<file path="config.mk">
export PLATFORM = sky130hd
export DESIGN_NAME = sr_cmd_conditioner_flat
export DESIGN_NICKNAME = d
export VERILOG_FILES = /design/src/rtl/sr_cmd_conditioner_if.sv /design/src/rtl/sr_cmd_conditioner.sv /design/src/flat_wrapper.sv
export SDC_FILE = /design/constraint.sdc
export NUM_CORES = 1
export LEC_CHECK = 0
export CORE_MARGIN = 2
export CORE_UTILIZATION = 35
export DETAILED_ROUTE_END_ITERATION = 6
export HOLD_SLACK_MARGIN = 0.02
export PLACE_DENSITY = 0.63
export SYNTH_ARGS = -nofsm -noshare
export SYNTH_HDL_FRONTEND = slang
export SYNTH_SLANG_ARGS = --single-unit
</file>
<file path="constraint.sdc">
create_clock -name clk -period 2 [get_ports clk]
set_input_delay 0.4 -clock clk [delete_from_list [all_inputs] [get_ports clk]]
set_output_delay 0.4 -clock clk [all_outputs]
set_load 0.01 [all_outputs]
</file>
<file path="src/rtl/sr_cmd_conditioner_if.sv">
// Request/command bundle between the raw request
// sources and the SR command conditioner.
interface sr_cmd_conditioner_if;
  logic set_req_raw;
  logic rst_req_raw;
  logic s;
  logic r;
  logic busy;
  logic conflict;

  modport master (
    output set_req_raw,
    output rst_req_raw,
    input  s,
    input  r,
    input  busy,
    input  conflict
  );

  modport slave (
    input  set_req_raw,
    input  rst_req_raw,
    output s,
    output r,
    output busy,
    output conflict
  );
endinterface

</file>
<file path="src/rtl/sr_cmd_conditioner.sv">
// Synchronize, debounce and edge-detect two raw request
// lines; arbitrate them into exclusive s/r command pulses.
module sr_cmd_conditioner #(
  parameter int DEBOUNCE_CYCLES = 4,
  parameter int HOLDOFF_CYCLES  = 2,
  parameter bit PRIORITY_RESET  = 1'b1,
  parameter int CNT_W           = 8
) (
  input  logic                 clk,
  input  logic                 rst_n,
  sr_cmd_conditioner_if.slave  bus
);

  localparam logic [CNT_W-1:0] ONE   = CNT_W'(1);
  localparam logic [CNT_W-1:0] DEB_N = CNT_W'(DEBOUNCE_CYCLES);
  localparam logic [CNT_W-1:0] HO_LAST =
    CNT_W'(HOLDOFF_CYCLES > 0 ? HOLDOFF_CYCLES - 1 : 0);

  typedef enum logic [1:0] {
    IDLE,
    ISSUE,
    HOLD
  } state_t;

  // channel 0 = set, channel 1 = reset
  logic [1:0]       w_raw;
  logic [1:0]       r_sync1;
  logic [1:0]       r_sync2;
  logic [1:0]       r_prime;
  logic [1:0]       r_deb;
  logic [1:0]       r_arm;
  logic [1:0]       r_pend;
  logic [CNT_W-1:0] r_cnt [2];

  logic [1:0]       w_lvl;
  logic [1:0]       w_diff;
  logic [1:0]       w_full;
  logic [1:0]       w_rise;
  logic [1:0]       w_clr;
  logic             w_primed;
  logic             w_both;
  logic             w_pick_r;

  state_t           r_state;
  logic [CNT_W-1:0] r_hcnt;
  logic             r_s;
  logic             r_r;
  logic             r_busy;
  logic             r_conflict;

  assign w_raw = {bus.rst_req_raw, bus.set_req_raw};

  // Until a channel has seen a genuine debounced low after
  // reset it compares against a virtual high level, so a line
  // held high through reset never produces a rising edge.
  always_comb begin
    w_primed = r_prime[1];
    for (int i = 0; i < 2; i++) begin
      w_lvl[i]  = r_arm[i] ? r_deb[i] : 1'b1;
      w_diff[i] = w_primed && (r_sync2[i] != w_lvl[i]);
      w_full[i] = (r_cnt[i] + ONE) == DEB_N;
      w_rise[i] = w_diff[i] && w_full[i]
                  && r_arm[i] && !r_deb[i];
    end
  end

  // Arbitration: IDLE consumes every pending flag it sees,
  // the loser of a simultaneous pair is simply dropped.
  always_comb begin
    w_both   = r_pend[0] & r_pend[1];
    w_pick_r = r_pend[1] & (~r_pend[0] | PRIORITY_RESET);
    w_clr    = (r_state == IDLE) ? r_pend : 2'b00;
  end

  // Synchronizers, debounce counters and one-deep pending flags.
  always_ff @(posedge clk or negedge rst_n) begin
    if (!rst_n) begin
      r_sync1  <= '0;
      r_sync2  <= '0;
      r_prime  <= '0;
      r_deb    <= '0;
      r_arm    <= '0;
      r_pend   <= '0;
      r_cnt[0] <= '0;
      r_cnt[1] <= '0;
    end else begin
      r_sync1 <= w_raw;
      r_sync2 <= r_sync1;
      r_prime <= {r_prime[0], 1'b1};
      for (int i = 0; i < 2; i++) begin
        if (!w_diff[i]) begin
          r_cnt[i] <= '0;
        end else if (w_full[i]) begin
          r_cnt[i] <= '0;
          if (r_arm[i]) begin
            r_deb[i] <= ~r_deb[i];
          end else begin
            r_arm[i] <= 1'b1;
          end
        end else begin
          r_cnt[i] <= r_cnt[i] + ONE;
        end
        r_pend[i] <= r_pend[i] ? ~w_clr[i] : w_rise[i];
      end
    end
  end

  // Command FSM with registered s/r/busy/conflict.
  always_ff @(posedge clk or negedge rst_n) begin
    if (!rst_n) begin
      r_state    <= IDLE;
      r_hcnt     <= '0;
      r_s        <= 1'b0;
      r_r        <= 1'b0;
      r_busy     <= 1'b0;
      r_conflict <= 1'b0;
    end else begin
      unique case (r_state)
        IDLE: begin
          if (|r_pend) begin
            r_state    <= ISSUE;
            r_s        <= ~w_pick_r;
            r_r        <= w_pick_r;
            r_busy     <= 1'b1;
            r_conflict <= w_both;
          end
        end
        ISSUE: begin
          r_s        <= 1'b0;
          r_r        <= 1'b0;
          r_conflict <= 1'b0;
          r_hcnt     <= '0;
          if (HOLDOFF_CYCLES == 0) begin
            r_state <= IDLE;
            r_busy  <= 1'b0;
          end else begin
            r_state <= HOLD;
          end
        end
        HOLD: begin
          if (r_hcnt == HO_LAST) begin
            r_state <= IDLE;
            r_busy  <= 1'b0;
            r_hcnt  <= '0;
          end else begin
            r_hcnt <= r_hcnt + ONE;
          end
        end
        default: begin
          r_state <= IDLE;
          r_busy  <= 1'b0;
        end
      endcase
    end
  end

  assign bus.s        = r_s;
  assign bus.r        = r_r;
  assign bus.busy     = r_busy;
  assign bus.conflict = r_conflict;

endmodule

</file>
<file path="src/flat_wrapper.sv">
// flat-port wrapper written by rule: the top's interface ports become plain ports
module sr_cmd_conditioner_flat 
#(
  parameter int DEBOUNCE_CYCLES = 4,
  parameter int HOLDOFF_CYCLES  = 2,
  parameter bit PRIORITY_RESET  = 1'b1,
  parameter int CNT_W           = 8
)
  (clk, rst_n, bus_set_req_raw, bus_rst_req_raw, bus_s, bus_r, bus_busy, bus_conflict);
  sr_cmd_conditioner_if bus_i ();
  input  logic clk;
  input  logic rst_n;
  input wire logic [$bits(bus_i.set_req_raw)-1:0] bus_set_req_raw;
  input wire logic [$bits(bus_i.rst_req_raw)-1:0] bus_rst_req_raw;
  output wire logic [$bits(bus_i.s)-1:0] bus_s;
  output wire logic [$bits(bus_i.r)-1:0] bus_r;
  output wire logic [$bits(bus_i.busy)-1:0] bus_busy;
  output wire logic [$bits(bus_i.conflict)-1:0] bus_conflict;
  assign bus_i.set_req_raw = bus_set_req_raw;
  assign bus_i.rst_req_raw = bus_rst_req_raw;
  assign bus_s = bus_i.s;
  assign bus_r = bus_i.r;
  assign bus_busy = bus_i.busy;
  assign bus_conflict = bus_i.conflict;
  sr_cmd_conditioner #(.DEBOUNCE_CYCLES(DEBOUNCE_CYCLES), .HOLDOFF_CYCLES(HOLDOFF_CYCLES), .PRIORITY_RESET(PRIORITY_RESET), .CNT_W(CNT_W)) u_core (.clk(clk), .rst_n(rst_n), .bus(bus_i));
endmodule
</file>
-- Word level (Yosys, flattened, before mapping)
Cells that the tools add are included.
- register bits after elaboration: 42
- bits of input ports: 4
- output and inout bits: 4
- word-level logic and storage cells: 79
- add/sub/neg operators: 3
- eq/ne operators: 9
- mux-type cells: 23
- bitwise operators: 7
- reduce and logical (&&, ||, !) cells: 21
- operators by type and width (kind ; number):
    $mux 8 ; 5
    $add 8x1->8 const B ; 3
    $eq 8x3->1 const B ; 2
    $pmux 8 s2 ; 1
    $mux 1 ; 9
    $reduce_and 3->1 ; 3
    $eq 8x1->1 const B ; 1
    $logic_and 1x1->1 ; 8
    $reduce_and 2->1 ; 4
    $mux 2 ; 3
    $not 1->1 ; 6
    $pmux 1 s2 ; 3
    $pmux 2 s3 ; 1
    $reduce_bool 2->1 ; 2
    $pmux 1 s3 ; 1
    $eq 2x1->1 const B ; 1
    $eq 2x2->1 const B ; 1
    $logic_not 1->1 ; 2
    $logic_not 2->1 ; 1
    $ne 1x1->1 ; 2
    $ne 2x1->1 const B ; 1
    $ne 2x2->1 const B ; 1
    $reduce_or 2->1 ; 1
    $and 1x1->1 ; 1

-- Longest topological paths before layout
Gate-level depths: netlist of run 1.
- word-level depth: 7
- depth in mapped cells: 7
- depth with buffers taken out: 7

-- Least setup slack after synthesis of run 1
Ideal clock, no wire load.
- path kind: register to register
- from: register u_core.r_hcnt[1]
- to: register u_core.r_state[1]
- library setup time: 127 ps
- arrival: 1946 ps
- setup slack: -73 ps
- cell stages (with the launch flop): 8
- cells stage by stage: dfrtp_1 inv_1 ha_1 or4b_4 o41ai_4 inv_2 nor2_1 mux2_1
- cells in the longest elaborated chain, start to end: 3
- RTL lines (element ; RTL line ; RTL):
    from (decl) ; sr_cmd_conditioner.sv:45 ; logic [CNT_W-1:0] r_hcnt;
    from (signal assigned) ; sr_cmd_conditioner.sv:146 ; r_hcnt <= r_hcnt + ONE;
    $eq 8x1->1 ; sr_cmd_conditioner.sv:141 ; if (r_hcnt == HO_LAST) begin
    $ne 2x1->1 (no source line) ; -- ;
    $reduce_and 2->1 (no source line) ; -- ;
    to (signal assigned) ; sr_cmd_conditioner.sv:137 ; r_state <= HOLD;
    to (signal assigned) ; sr_cmd_conditioner.sv:142 ; r_state <= IDLE;
    to (signal assigned) ; sr_cmd_conditioner.sv:150 ; r_state <= IDLE;
    to (decl) ; sr_cmd_conditioner.sv:44 ; state_t r_state;
Every way passes these cells.
A chain may end at the register's enable or synchronous reset.

-- Worst setup path in the final report of run 1
Ends and elaborated chain as after synthesis.

==> results_dict.tcl, run 1 <==
set metrics [dict create \
    status "finished clean" \
    hold_path.class "in2async" \
    maxCapViolCount 0 \
    power_leakage_uw 0.00108 \
    syn_nets 210 \
    grt_pass1_wl_mm 6.52 \
    r2r_start "u_core.r_hcnt[1]" \
    cts_buffers 5 \
    via_per_inst 4.97 \
    clk_latency_ns 0.29 \
    rr_endpoint "u_core.r_state[1]" \
    grt_pass1_vias 1390 \
    n_antenna_cell 0 \
    grt_max_degree 43 \
    post-route-period-util 0.973 \
    nets 233 \
    num_io_pins 8 \
    yosysSeqAreaShare 0.505 \
    initialDrtViolationCount 82 \
    route.detailed.drc 0 \
    start_util 0.356 \
    r2r_slack_ns 0.05 \
    fp.dieH_um 81.1 \
    num_vias 1472 \
    synth_area_mm2 0.00208 \
    ys_warn_count 0 \
    critPathMaxFanout 4 \
    synth_most_common_cell "dfrtp_1" \
    drive_gt1_frac 0.140 \
    gp_congestion 0.809 \
    synth_area_per_cell_um2 10.6 \
    setup_violations 0 \
    clk_pin_slew_ns 0.08 \
    synth.distinct_cells 44 \
    clock_path_buffers 2 \
    cts_setup_buffers 0 \
    ys.flop_type "dfrtp_1" \
    worstPathArrival_ns 2.12 \
    placeableCoreArea_mm2 0.00585 \
    rsz0062_at_grt "true" \
    ff2ff_path_depth 7 \
    htree_num_levels 2 \
    routedWlPerCell_um 12.5 \
    ys_async_sr_fraction 1.00 \
    fin_skew_ns 0.00840 \
    dp_hpwl_mm 2.44 \
    drt-pass1-iter-count 4 \
    die_w_um 81.1 \
    worstSetupStartpointType "flop" \
    worstMarginPinSlew_ns 0.524 \
    fmaxAchievable_ghz 0.514 \
    slew_violations 0 \
    crit_required_ns 2.17 \
    row_count 28 \
    cts_hold_buf 0 \
    antenna_found_initial 0 \
    yosys-top-cells-area "dfrtp_1 50%, ha_1 5.4%, xnor2_1 5.0%" \
    finalNonFillerCells 296 \
    drt_wl_total_mm 3.71 \
    cts_tree "built" \
    synth_common_cells "42 x dfrtp_1, 18 x nor2_1, 12 x nand2_1, 12 x nand3_1, 12 x xnor2_1" \
    endpoint_kind "flop" \
    synth_largest_area_cell "dfrtp_1" \
    hold_violations 0 \
    min_period_ns 1.95 \
    overflow 0 \
    netlist.area_leader.share 0.505 \
    area_delta_synth_final_pct 16.3 \
    dieArea_mm2 0.00658 \
    synth_edf_count 0 \
    ir_drop_uv 518 \
    port_buffers 7 \
    dp_cells 288 \
    synth_seq_cells 42 \
    relSlewSlack 0.651 \
    p_total_uw 1480 \
    clkSinkCount 42 \
    track_usage 0.131 \
    synth_cells 197 \
    cts-root-buf "clkbuf_8" \
    cts_resized 0 \
    criticalPathCategory "reg2reg" \
    powerDensity_mw_per_mm2 613 \
    ant_nets 0 \
]
area by class of cell:
class                   count  area, um^2
clock buffers               7        86.3
clock inverters             1        5.00
fillers                   565        3430
inverters                   8        30.0
multi-input cells         145        1010
flip-flops and latches     42        1050
well taps                  75        93.8
repair buffers             18         148
through the flow:
step                      utilization  TNS, ns  cell area, um^2  hold WS [ns]  setup slack (ns)
after detailed placement        0.396        0             2320         0.336            0.0451
final                           0.414        0             2420         0.145            0.0537
after global routing            0.414   -0.140             2420         0.221           -0.0643
after floorplan                     -  -0.0730             2080         0.104           -0.0730
after CTS                       0.411        0             2410         0.174            0.0273
after global placement          0.396        0             2320         0.333            0.0972
critical path, stage by stage (launching register included):
cell     delay (ns)
dfrtp_1        0.38
inv_1          0.07
ha_1           0.13
or4b_4         0.46
o41ai_4        0.25
inv_2          0.10
nor2_2         0.12
mux2_1         0.32
report_power, final:
group / leakage (uW) / total, uW / internal (uW) / switching (uW)
Combinational: 0.000456 / 49.5 / 16.2 / 33.2
Clock: 0.0000482 / 570 / 279 / 291
Sequential: 0.000571 / 864 / 858 / 5.91
layer usage:
layer,GRT usage,wire length [um],up-vias
li1,-,-,748
met1,0.178,1840,700
met2,0.193,1670,19
met3,0.0400,130,5
met4,0.0559,59,0
met5,0,0,-
sequential cells by signal, indices dropped and copies added (netlist names):
| register | cells |
|---|---|
| u_core.r_deb | 2 |
| u_core.r_sync1 | 2 |
| u_core.r_state | 2 |
| u_core.r_cnt | 16 |
| u_core.r_arm | 2 |
| u_core.bus.busy | 1 |
| u_core.r_prime | 2 |
| u_core.bus.r | 1 |
| u_core.bus.s | 1 |
| u_core.bus.conflict | 1 |
| u_core.r_pend | 2 |
| u_core.r_sync2 | 2 |
| u_core.r_hcnt | 8 |
placed cells by master (no fill, tap or decap), types with 2 or more instances in the layout:
cell type / instances
nand2_1: 12
a22o_1: 2
nor3b_1: 4
buf_4: 11
o22ai_1: 2
xor2_1: 8
nor2b_1: 2
a21boi_0: 2
nor2_1: 17
clkdlybuf4s50_1: 6
and3_1: 8
mux2i_1: 2
dfrtp_1: 42
nor3_1: 8
ha_1: 9
clkbuf_8: 6
nand3_1: 12
o31ai_1: 2
xnor2_1: 12
nand3b_1: 2
a21oi_1: 5
nand4_1: 2
a31o_2: 2
inv_1: 7
o21ai_0: 8
a31oi_1: 2
worst max-delay path by stage:
stage                           from                end  slack, ns  cells past startpoint
floorplan           u_core.r_hcnt[1]  u_core.r_state[1]      -0.07                      7
global placement    u_core.r_hcnt[1]  u_core.r_state[1]        0.1                      7
detailed placement  u_core.r_hcnt[1]  u_core.r_state[1]       0.05                      7
CTS                 u_core.r_hcnt[1]  u_core.r_state[1]       0.03                      7
global route        u_core.r_hcnt[1]    u_core.bus.busy      -0.06                      8
finish              u_core.r_hcnt[1]  u_core.r_state[1]       0.05                      7
logic make-up (layout without fill, tap and decap cells):
group | count (synthesis) | count (layout) | share of synthesized area
AND/OR/NAND/NOR | 76 | 76 | 0.192
flip-flops | 42 | 42 | 0.505
AO/OA/AOI/OAI | 35 | 35 | 0.125
XOR/XNOR | 20 | 20 | 0.0841
buffers and inverters | 10 | 34 | 0.0180
adder cells (fa/ha/maj) | 9 | 9 | 0.0541
multiplexers | 4 | 4 | 0.0204
other | 1 | 1 | 0.00180
No activity file was read; power rests on OpenSTA's default activity.
==> run 2, diff against run 1 <==
--- a/config.mk
+++ b/config.mk
@@ -12,2 +12,3 @@
 export PLACE_DENSITY = 0.63
+export SKIP_LAST_GASP = 1
 export SYNTH_ARGS = -nofsm -noshare
==> constraint.sdc (replaced) <==
create_clock -name clk -period 2 [get_ports clk]
set_input_delay 0.3 -clock clk [delete_from_list [all_inputs] [get_ports clk]]
set_output_delay 0.3 -clock clk [all_outputs]
set_load 0.01 [all_outputs]
==> run 2 against run 1 <==
Routed wire length up 1.5%. Sequential power about the same. Register-to-register slack about the same. Global-route usage down 0.13 points. Critical path depth unchanged. Highest routed layer unchanged. Setup slack about the same. Total power up 6.6%. Non-clock buffer count up 2. Maximum frequency about the same.
==> results_dict.tcl, run 2 (same netlist as run 1, synthesis figures left out) <==
set metrics [dict create \
    drt_wl_total_mm 3.76 \
    clock_path_buffers 2 \
    n_antenna_cell 0 \
    ant_nets 0 \
    reg.largest.list "u_core.r_cnt (16), u_core.r_hcnt (8)" \
    finalNonFillerCells 298 \
    powerDensity_mw_per_mm2 647 \
    seq_area_mm2 0.00105 \
    fp.dieH_um 81.1 \
    hold_end "u_core.r_prime[1]" \
    holdPathStages 0 \
    drive_gt1_frac 0.130 \
    postLayoutSetupSlackWorst_ns 0.0539 \
    num_vias 1493 \
    crit_family "simple AND/OR/NAND/NOR gates" \
    htree_num_levels 2 \
    track_usage 0.129 \
    fin_util 0.418 \
    clk_latency_ns 0.29 \
    clk_pin_slew_ns 0.08 \
    largest-register "u_core.r_cnt" \
    port_buffers 7 \
    grt_pass1_vias 1387 \
    slew_violations 0 \
    status "finished clean" \
    critPathBufInv 2 \
    clkPwrFrac 0.419 \
    overflow 0 \
    combPwrFrac 0.034 \
    power_leakage_uw 0.00109 \
    setup_tns_ns 0 \
    switching_share 0.209 \
    gp_congestion 0.823 \
    power_switching_uw 330 \
    setup_violations 0 \
    area_delta_synth_final_pct 17.4 \
    grtUsageMet2 0.191 \
    worstSetupStartpointType "flop" \
    nets 235 \
    post-route-period-util 0.973 \
    path_cells "inv_1 > ha_1 > or4b_4 > o41ai_4 > inv_2 > nor2_1 > mux2_1" \
    largest_reg_flops 16 \
    rsz0062_at_grt "true" \
    multiInputGateArea_um2 998 \
    seqPwrFrac 0.547 \
    fillerInstances 583 \
    ir_drop_uv 336 \
    endpoint_kind "flop" \
    row_count 28 \
    cts_tree "built" \
    gr-max-usage-layer "met2" \
    clkSinkCount 42 \
    dp_hpwl_mm 2.63 \
    hold_path.class "reg2reg" \
    drt-pass1-iter-count 4 \
    maxCapViolCount 0 \
    min_period_ns 1.95 \
    pre_cts_slack_ns 0.0443 \
    antenna_found_initial 0 \
    crit_path_top_delay_cell "or4b_4" \
    initialDrtViolationCount 31 \
    grt_pass1_wl_mm 6.50 \
    worstPathArrival_ns 2.12 \
    internal-power_uw 1250 \
    hold_violations 0 \
    met1_usage 0.183 \
    num_io_pins 8 \
    r2r_slack_ns 0.05 \
    grt_util_met3 0.0356 \
    fin_skew_ns 0.0119 \
    start_util 0.356 \
    cts-root-buf "clkbuf_8" \
    final_common_cell "dfrtp_1" \
    grt_max_degree 21 \
    cts_buffers 5 \
    dieArea_mm2 0.00658 \
    fmaxAchievable_ghz 0.514 \
    placeableCoreArea_mm2 0.00585 \
    max_stage_delay_ns 0.46 \
    ff2ff_path_depth 7 \
    route.detailed.drc 0 \
    die_w_um 81.1 \
    dp_cells 289 \
    crit_required_ns 2.18 \
    critPathMaxFanout 4 \
    routedWlPerCell_um 12.6 \
    min_from "u_core.r_prime[0]" \
    criticalPathCategory "reg2reg" \
    via_per_inst 5.01 \
    r2r_start "u_core.r_hcnt[1]" \
    rr_endpoint "u_core.r_state[1]" \
    final_cell_mix "42 x dfrtp_1, 18 x nor2_1" \
]
## run 2: cell types whose count changed in the layout (fill, tap and decap cells not counted)
| cell | delta |
|---|---|
| a311oi_1 | +1 |
| a311oi_2 | -1 |
| buf_4 | +1 |
| bufinv_16 | +1 |
| clkbuf_1 | +1 |
| clkbuf_8 | -1 |
| clkinv_2 | -1 |
| dlygate4sd3_1 | +1 |
| nor2_1 | +1 |
| nor2_2 | -1 |
## run 2: per-stage QoR
stage	hold slack, ns	cell area [um^2]	power [uW]
finish	0.346	2440	1580
floorplan	0.00441	2080	897
CTS	0.348	2440	1610
global placement	0.272	2320	934
detailed placement	0.276	2320	935
global route	0.354	2440	1640
## run 2: layer usage
| metal | vias up | part of all wire |
|---|---|---|
| li1 | 750 | - |
| met1 | 725 | 0.51 |
| met2 | 14 | 0.46 |
| met3 | 4 | 0.024 |
| met4 | 0 | 0.013 |
| met5 | - | 0 |
## run 2: worst max path at each step
stage,from,endpoint,slack [ns],cells past startpoint
after floorplan,u_core.r_hcnt[1],u_core.r_state[1],-0.07,7
after global placement,u_core.r_hcnt[1],u_core.r_state[1],0.1,7
after detailed placement,u_core.r_hcnt[1],u_core.r_state[1],0.04,7
after CTS,u_core.r_hcnt[1],u_core.r_state[1],0.04,7
after global routing,u_core.r_hcnt[1],u_core.r_state[1],-0.1,7
final,u_core.r_hcnt[1],u_core.r_state[1],0.05,7
## run 2: power groups by stage
stage | logic [uW] | clock network, uW | registers [uW]
final | 53.4 | 663 | 864
after global routing | 62.2 | 708 | 866
after CTS | 54.9 | 688 | 865
after detailed placement | 53.1 | 0 | 882
after global placement | 52.7 | 0 | 881
after floorplan | 13.1 | 0 | 884
## run 2: what timing repair did
item / CTS / global route
hold buffers: 1 / 0
setup buffers: 0 / 0
hold endpoints to repair: 18 / 0
resized for setup: 0 / 1
setup endpoints to repair: 0 / 6
## run 2: layout make-up
cell class                 instances  share of cell area
multi-input combinational        145               0.408
clock buffer                       7              0.0312
sequential                        42               0.430
inverter                           8              0.0123
clock inverter                     1              0.0123
timing repair buffer              20              0.0676
tap                               75              0.0384
